File: src/rtl/pemstat_rdctl_if.sv
// Host/bank signal bundle for the statistics-counter read/preload controller.
// master = host plus counter bank side, slave = pemstat_rdctl.
interface pemstat_rdctl_if #(
  parameter int NCNT = 16
);
  logic            rd_req;
  logic [3:0]      rd_addr;
  logic            rd_clr;
  logic            wr_req;
  logic [3:0]      wr_addr;
  logic [30:0]     wr_data;
  logic [30:0]     cnt_rdata;
  logic [NCNT-1:0] cnt_carry;
  logic [NCNT-1:0] carry_mask;
  logic [3:0]      cnt_addr;
  logic            cnt_load;
  logic [30:0]     cnt_wdata;
  logic            cnt_clr;
  logic            cnt_carry_clr;
  logic [30:0]     rd_data;
  logic            rd_ack;
  logic            wr_ack;
  logic            busy;
  logic [NCNT-1:0] carry_stat;
  logic            carry_int;

  modport master (
    output rd_req, rd_addr, rd_clr, wr_req, wr_addr, wr_data,
           cnt_rdata, cnt_carry, carry_mask,
    input  cnt_addr, cnt_load, cnt_wdata, cnt_clr, cnt_carry_clr,
           rd_data, rd_ack, wr_ack, busy, carry_stat, carry_int
  );

  modport slave (
    input  rd_req, rd_addr, rd_clr, wr_req, wr_addr, wr_data,
           cnt_rdata, cnt_carry, carry_mask,
    output cnt_addr, cnt_load, cnt_wdata, cnt_clr, cnt_carry_clr,
           rd_data, rd_ack, wr_ack, busy, carry_stat, carry_int
  );
endinterface

File: src/rtl/pemstat_rdctl.sv
// Read / clear-on-read / preload controller for a bank of statistics counters.
// Optional sticky carry status and interrupt: define PEMSTAT_RDCTL_CARRY_INT_EN.
module pemstat_rdctl #(
  parameter int NCNT = 16,
  parameter int DLY  = 1
) (
  input  logic           clk,
  input  logic           reset,
  pemstat_rdctl_if.slave bus
);
  // DLY only mattered for delayed assignments in simulation models; nothing here uses it.
  localparam int unused_dly = DLY;

  typedef enum logic [2:0] {IDLE, RADDR, RCAPT, WLOAD, ACK} state_t;

  state_t      state_reg, state_next;
  logic [3:0]  cnt_addr_reg, cnt_addr_next;
  logic [30:0] cnt_wdata_reg, cnt_wdata_next;
  logic [30:0] rd_data_reg, rd_data_next;
  logic        cnt_load_reg, cnt_load_next;
  logic        clr_strobe_reg, clr_strobe_next;
  logic        rd_clr_reg, rd_clr_next;
  logic        rd_ack_reg, rd_ack_next;
  logic        wr_ack_reg, wr_ack_next;
  logic        busy_reg, busy_next;
  logic        addr_ok, wr_addr_ok;

  assign addr_ok    = ({1'b0, cnt_addr_reg} < 5'(NCNT));
  assign wr_addr_ok = ({1'b0, bus.wr_addr} < 5'(NCNT));

  always_ff @(posedge clk or posedge reset) begin
    if (reset) begin
      state_reg <= IDLE;
    end else begin
      state_reg <= state_next;
    end
  end

  // Write has priority over a simultaneous read; anything arriving outside IDLE is ignored.
  always_comb begin
    state_next = state_reg;
    case (state_reg)
      IDLE: begin
        if (bus.wr_req) begin
          state_next = WLOAD;
        end else if (bus.rd_req) begin
          state_next = RADDR;
        end
      end
      RADDR:   state_next = RCAPT;
      RCAPT:   state_next = ACK;
      WLOAD:   state_next = ACK;
      ACK:     state_next = IDLE;
      default: state_next = IDLE;
    endcase
  end

  always_comb begin
    cnt_addr_next   = cnt_addr_reg;
    cnt_wdata_next  = cnt_wdata_reg;
    rd_data_next    = rd_data_reg;
    rd_clr_next     = rd_clr_reg;
    cnt_load_next   = 1'b0;
    clr_strobe_next = 1'b0;
    rd_ack_next     = 1'b0;
    wr_ack_next     = 1'b0;
    busy_next       = (state_next != IDLE);
    case (state_reg)
      IDLE: begin
        if (bus.wr_req) begin
          cnt_addr_next  = bus.wr_addr;
          cnt_wdata_next = bus.wr_data;
          cnt_load_next  = wr_addr_ok;
        end else if (bus.rd_req) begin
          cnt_addr_next = bus.rd_addr;
          rd_clr_next   = bus.rd_clr;
        end
      end
      // Clear strobe lands in RCAPT so the bank clears on the same edge that captures the data.
      RADDR: clr_strobe_next = rd_clr_reg & addr_ok;
      RCAPT: begin
        rd_data_next = addr_ok ? bus.cnt_rdata : 31'd0;
        rd_ack_next  = 1'b1;
      end
      WLOAD: wr_ack_next = 1'b1;
      default: ;
    endcase
  end

  always_ff @(posedge clk or posedge reset) begin
    if (reset) begin
      cnt_addr_reg   <= '0;
      cnt_wdata_reg  <= '0;
      rd_data_reg    <= '0;
      rd_clr_reg     <= 1'b0;
      cnt_load_reg   <= 1'b0;
      clr_strobe_reg <= 1'b0;
      rd_ack_reg     <= 1'b0;
      wr_ack_reg     <= 1'b0;
      busy_reg       <= 1'b0;
    end else begin
      cnt_addr_reg   <= cnt_addr_next;
      cnt_wdata_reg  <= cnt_wdata_next;
      rd_data_reg    <= rd_data_next;
      rd_clr_reg     <= rd_clr_next;
      cnt_load_reg   <= cnt_load_next;
      clr_strobe_reg <= clr_strobe_next;
      rd_ack_reg     <= rd_ack_next;
      wr_ack_reg     <= wr_ack_next;
      busy_reg       <= busy_next;
    end
  end

  assign bus.cnt_addr      = cnt_addr_reg;
  assign bus.cnt_wdata     = cnt_wdata_reg;
  assign bus.cnt_load      = cnt_load_reg;
  assign bus.cnt_clr       = clr_strobe_reg;
  assign bus.cnt_carry_clr = clr_strobe_reg;
  assign bus.rd_data       = rd_data_reg;
  assign bus.rd_ack        = rd_ack_reg;
  assign bus.wr_ack        = wr_ack_reg;
  assign bus.busy          = busy_reg;

`ifdef PEMSTAT_RDCTL_CARRY_INT_EN
  logic [NCNT-1:0] carry_prev_reg, carry_stat_reg, carry_stat_next, carry_clr_vec;
  logic            carry_int_reg;

  // Rising carry edge sets; clear-on-read clears; a coincident rise keeps the bit set.
  for (genvar gi = 0; gi < NCNT; gi++) begin : g_carry
    assign carry_clr_vec[gi]   = clr_strobe_reg && (cnt_addr_reg == 4'(gi));
    assign carry_stat_next[gi] = (carry_stat_reg[gi] & ~carry_clr_vec[gi])
                               | (bus.cnt_carry[gi] & ~carry_prev_reg[gi]);
  end

  always_ff @(posedge clk or posedge reset) begin
    if (reset) begin
      carry_prev_reg <= '0;
      carry_stat_reg <= '0;
      carry_int_reg  <= 1'b0;
    end else begin
      carry_prev_reg <= bus.cnt_carry;
      carry_stat_reg <= carry_stat_next;
      carry_int_reg  <= |(carry_stat_next & ~bus.carry_mask);
    end
  end

  assign bus.carry_stat = carry_stat_reg;
  assign bus.carry_int  = carry_int_reg;
`else
  logic unused_carry;
  assign unused_carry   = ^{bus.cnt_carry, bus.carry_mask};
  assign bus.carry_stat = '0;
  assign bus.carry_int  = 1'b0;
`endif
endmodule

File: src/flat_wrapper.sv
// flat-port wrapper written by rule: the top's interface ports become plain ports
module pemstat_rdctl_flat 
#(
  parameter int NCNT = 16,
  parameter int DLY  = 1
)
  (clk, reset, bus_rd_req, bus_rd_addr, bus_rd_clr, bus_wr_req, bus_wr_addr, bus_wr_data, bus_cnt_rdata, bus_cnt_carry, bus_carry_mask, bus_cnt_addr, bus_cnt_load, bus_cnt_wdata, bus_cnt_clr, bus_cnt_carry_clr, bus_rd_data, bus_rd_ack, bus_wr_ack, bus_busy, bus_carry_stat, bus_carry_int);
  pemstat_rdctl_if #(.NCNT(NCNT)) bus_i ();
  input  logic clk;
  input  logic reset;
  input wire logic [$bits(bus_i.rd_req)-1:0] bus_rd_req;
  input wire logic [$bits(bus_i.rd_addr)-1:0] bus_rd_addr;
  input wire logic [$bits(bus_i.rd_clr)-1:0] bus_rd_clr;
  input wire logic [$bits(bus_i.wr_req)-1:0] bus_wr_req;
  input wire logic [$bits(bus_i.wr_addr)-1:0] bus_wr_addr;
  input wire logic [$bits(bus_i.wr_data)-1:0] bus_wr_data;
  input wire logic [$bits(bus_i.cnt_rdata)-1:0] bus_cnt_rdata;
  input wire logic [$bits(bus_i.cnt_carry)-1:0] bus_cnt_carry;
  input wire logic [$bits(bus_i.carry_mask)-1:0] bus_carry_mask;
  output wire logic [$bits(bus_i.cnt_addr)-1:0] bus_cnt_addr;
  output wire logic [$bits(bus_i.cnt_load)-1:0] bus_cnt_load;
  output wire logic [$bits(bus_i.cnt_wdata)-1:0] bus_cnt_wdata;
  output wire logic [$bits(bus_i.cnt_clr)-1:0] bus_cnt_clr;
  output wire logic [$bits(bus_i.cnt_carry_clr)-1:0] bus_cnt_carry_clr;
  output wire logic [$bits(bus_i.rd_data)-1:0] bus_rd_data;
  output wire logic [$bits(bus_i.rd_ack)-1:0] bus_rd_ack;
  output wire logic [$bits(bus_i.wr_ack)-1:0] bus_wr_ack;
  output wire logic [$bits(bus_i.busy)-1:0] bus_busy;
  output wire logic [$bits(bus_i.carry_stat)-1:0] bus_carry_stat;
  output wire logic [$bits(bus_i.carry_int)-1:0] bus_carry_int;
  assign bus_i.rd_req = bus_rd_req;
  assign bus_i.rd_addr = bus_rd_addr;
  assign bus_i.rd_clr = bus_rd_clr;
  assign bus_i.wr_req = bus_wr_req;
  assign bus_i.wr_addr = bus_wr_addr;
  assign bus_i.wr_data = bus_wr_data;
  assign bus_i.cnt_rdata = bus_cnt_rdata;
  assign bus_i.cnt_carry = bus_cnt_carry;
  assign bus_i.carry_mask = bus_carry_mask;
  assign bus_cnt_addr = bus_i.cnt_addr;
  assign bus_cnt_load = bus_i.cnt_load;
  assign bus_cnt_wdata = bus_i.cnt_wdata;
  assign bus_cnt_clr = bus_i.cnt_clr;
  assign bus_cnt_carry_clr = bus_i.cnt_carry_clr;
  assign bus_rd_data = bus_i.rd_data;
  assign bus_rd_ack = bus_i.rd_ack;
  assign bus_wr_ack = bus_i.wr_ack;
  assign bus_busy = bus_i.busy;
  assign bus_carry_stat = bus_i.carry_stat;
  assign bus_carry_int = bus_i.carry_int;
  pemstat_rdctl #(.NCNT(NCNT), .DLY(DLY)) u_core (.clk(clk), .reset(reset), .bus(bus_i));
endmodule
File: config.mk
export PLATFORM = sky130hd
export DESIGN_NAME = pemstat_rdctl_flat
export DESIGN_NICKNAME = d
export VERILOG_FILES = /design/src/rtl/pemstat_rdctl_if.sv /design/src/rtl/pemstat_rdctl.sv /design/src/flat_wrapper.sv
export SDC_FILE = /design/constraint.sdc
export NUM_CORES = 1
export LEC_CHECK = 0
export BUFFER_PORTS_ARGS = -buffer_cell sky130_fd_sc_hd__buf_2
export CAP_MARGIN = 30
export CORE_MARGIN = 3
export CORE_UTILIZATION = 47
export CTS_CLUSTER_DIAMETER = 200
export CTS_CLUSTER_SIZE = 20
export DETAILED_ROUTE_END_ITERATION = 8
export PLACE_DENSITY = 0.85
export SYNTH_ARGS = -nofsm -noshare
export SYNTH_HDL_FRONTEND = slang
export SYNTH_SLANG_ARGS = --single-unit
File: constraint.sdc
create_clock -name clk -period 5.5 [get_ports clk]
set_input_delay 0 -clock clk [delete_from_list [all_inputs] [get_ports clk]]
set_output_delay 0 -clock clk [all_outputs]
set_load 0.005 [all_outputs]
==> results.tsv <==
metric	value	unit
drtPass1Iterations	4	
ir_worst_vdd	0.339	mV
grt_use_total	19.0	%
grt_pass1_vias	2394	
clkSinkCount	75	
cts_tree	built	
drt_iter0_drc	28	
hold_buffers	65	
clock_latency	320	ps
cts-htree-levels	3	
dp_slack	3430	ps
synthCells	189	
path_max_fanout	28	
ioPinCount	196	
final-setup-viol-count	0	
gr-total-overflow	0	
drt.antenna.violating_nets	0	
hold_path_end	u_core.state_reg[1]	
num_rows	29	
final_cell_mix	buf_2 (146), dfrtp_1 (75), dlygate4sd3_1 (65), mux2_4 (58), conb_1 (17)	
seq_area_frac_synth	57.8	%
cts_root_buf	clkbuf_8	
r2r-start	u_core.state_reg[0]	
die_x	89.1	um
period_share	30.6	%
drv_cap	0	
diodes	0	
synthToLayoutAreaGrowth	48.7	%
hold_viol_final	0	
worst_pin_slew	905	ps
post_synth_instance_area	3240	um^2
status	finished clean	
cp.arrival	1900	ps
ys_ff_latch	75	
die_h	89.1	um
clock-skew-final	9.29	ps
hold_path.class	primary input to flip-flop	
relSlewSlack	39.7	%
postCtsSetupBuffers	0	
ys_types	20	
final_common_cell	buf_2	
path_class	flip-flop to flip-flop	
route.detailed.drc	0	
fin_crit	1680	ps
grt_pass1_wl	11.5	mm
wl_per_cell	15.0	um
placedCellCount	402	
initial_utilization	49.7	%
reg2reg_depth	4	
powerDensity	526	nW/um^2
portBuffers	146	
finalNonFillerCells	485	
grt_max_degree	76	
worstHoldStart	bus_wr_req	
maxSlewViolCount	0	
rsz0062_at_grt	no	
routabilityCongestion	0.727	
cp-start-kind	flip-flop	
dr_total_vias	2192	
r2r-end	u_core.bus.cnt_wdata[9]	
whs_path_depth	3	
avgViaCountPerCell	4.52	
cts_buffers	9	
drive_gt1_share	59.1	%
fmax	0.594	GHz
design.core.area	6530	um^2
leakage	0.00246	uW
setup_slack	3820	ps
r2r_slack	3820	ps
cp_data_required_time	5720	ps
critical_path.endpoint_type	flip-flop	
fin_nets	510	
tns	0	ps
ys_warn_count	0	
clock_path_buffers	2	
antenna_found_initial	0	
wirelength	7.30	mm
syn_avg_cell_area	17.2	um^2
die_area	7940	um^2
clkTransAtPathRegs	80	ps
dp.final_hpwl	4.52	mm
cts_resized	0	
-- report_power, final --
group          switching, uW  internal (uW)  total (uW)
combinational            367            688        1060
clock                    185            314         499
sequential               152            832         984
total                    704           1830        2540
-- how the worst max path moves through the flow --
stage	slack [ps]	startpoint	to	depth (start not counted)
floorplan	3590	reset	u_core.bus.busy	1
global placement	3480	u_core.state_reg[0]	u_core.bus.cnt_wdata[9]	3
detailed placement	3430	u_core.state_reg[0]	u_core.bus.cnt_wdata[9]	3
CTS	3420	u_core.state_reg[0]	u_core.bus.cnt_wdata[9]	3
global route	3690	u_core.state_reg[0]	u_core.bus.cnt_wdata[9]	4
finish	3820	u_core.state_reg[0]	u_core.bus.cnt_wdata[9]	4
-- critical path, stage by stage, from the launching register on --
cell	delay, ps
dfrtp_1	430
nor3_2	230
and2_2	290
buf_12	260
mux2_2	360
-- per-layer routing --
metal  part of all wire [%]  wire length [um]  global-route usage, %  vias to the layer above
met2                     55              4010                   34.6                       86
met5                      0                 0                      0                        -
met3                    6.0               435                   3.50                        7
li1                       -                 -                      -                     1043
met1                     38              2770                   22.1                     1056
met4                    1.1                77                   7.58                        0
-- logic make-up (layout without fill, tap and decap cells) --
| group | after synthesis | count (layout) | synth area share (%) |
|---|---|---|---|
| buffers and inverters | 30 | 233 | 8.14 |
| multiplexers | 71 | 71 | 31.4 |
| AND/OR/NAND/NOR | 10 | 10 | 2.01 |
| flip-flops | 75 | 75 | 57.8 |
| other | 1 | 17 | 0.116 |
| AO/OA/AOI/OAI | 2 | 2 | 0.540 |
-- cell usage after synthesis, drive strengths merged --
master  count  area (um^2)
and2        2         13.8
and2b       1         7.51
buf        27          253
conb        1         3.75
dfrtp      75         1880
inv         3         11.3
mux2       71         1020
nand2       1         3.75
nand3b      1         7.51
nor2        1         3.75
nor2b       1         8.76
nor3        3         20.0
o21ai       1         5.00
o41a        1         12.5
-- cell type report --
cell class / instances / area [um^2]
multi-input combinational: 100 / 1170
tap: 77 / 96.3
timing repair buffer: 214 / 1430
inverter: 3 / 12.5
clock inverter: 4 / 97.6
clock buffer: 12 / 145
sequential: 75 / 1880
fill: 405 / 1710
-- per-stage QoR --
step / cell area [um^2] / hold WS [ps] / util (%) / total power (uW)
floorplan: 3300 / 139 / - / 1680
global placement: 3890 / 230 / 59.6 / 1960
detailed placement: 3890 / 234 / 59.6 / 2000
CTS: 4780 / 1.86 / 73.2 / 2540
global route: 4820 / 37.2 / 73.9 / 2700
finish: 4820 / 24.0 / 73.9 / 2540
Note: power is estimated with default switching activity, not from simulation.
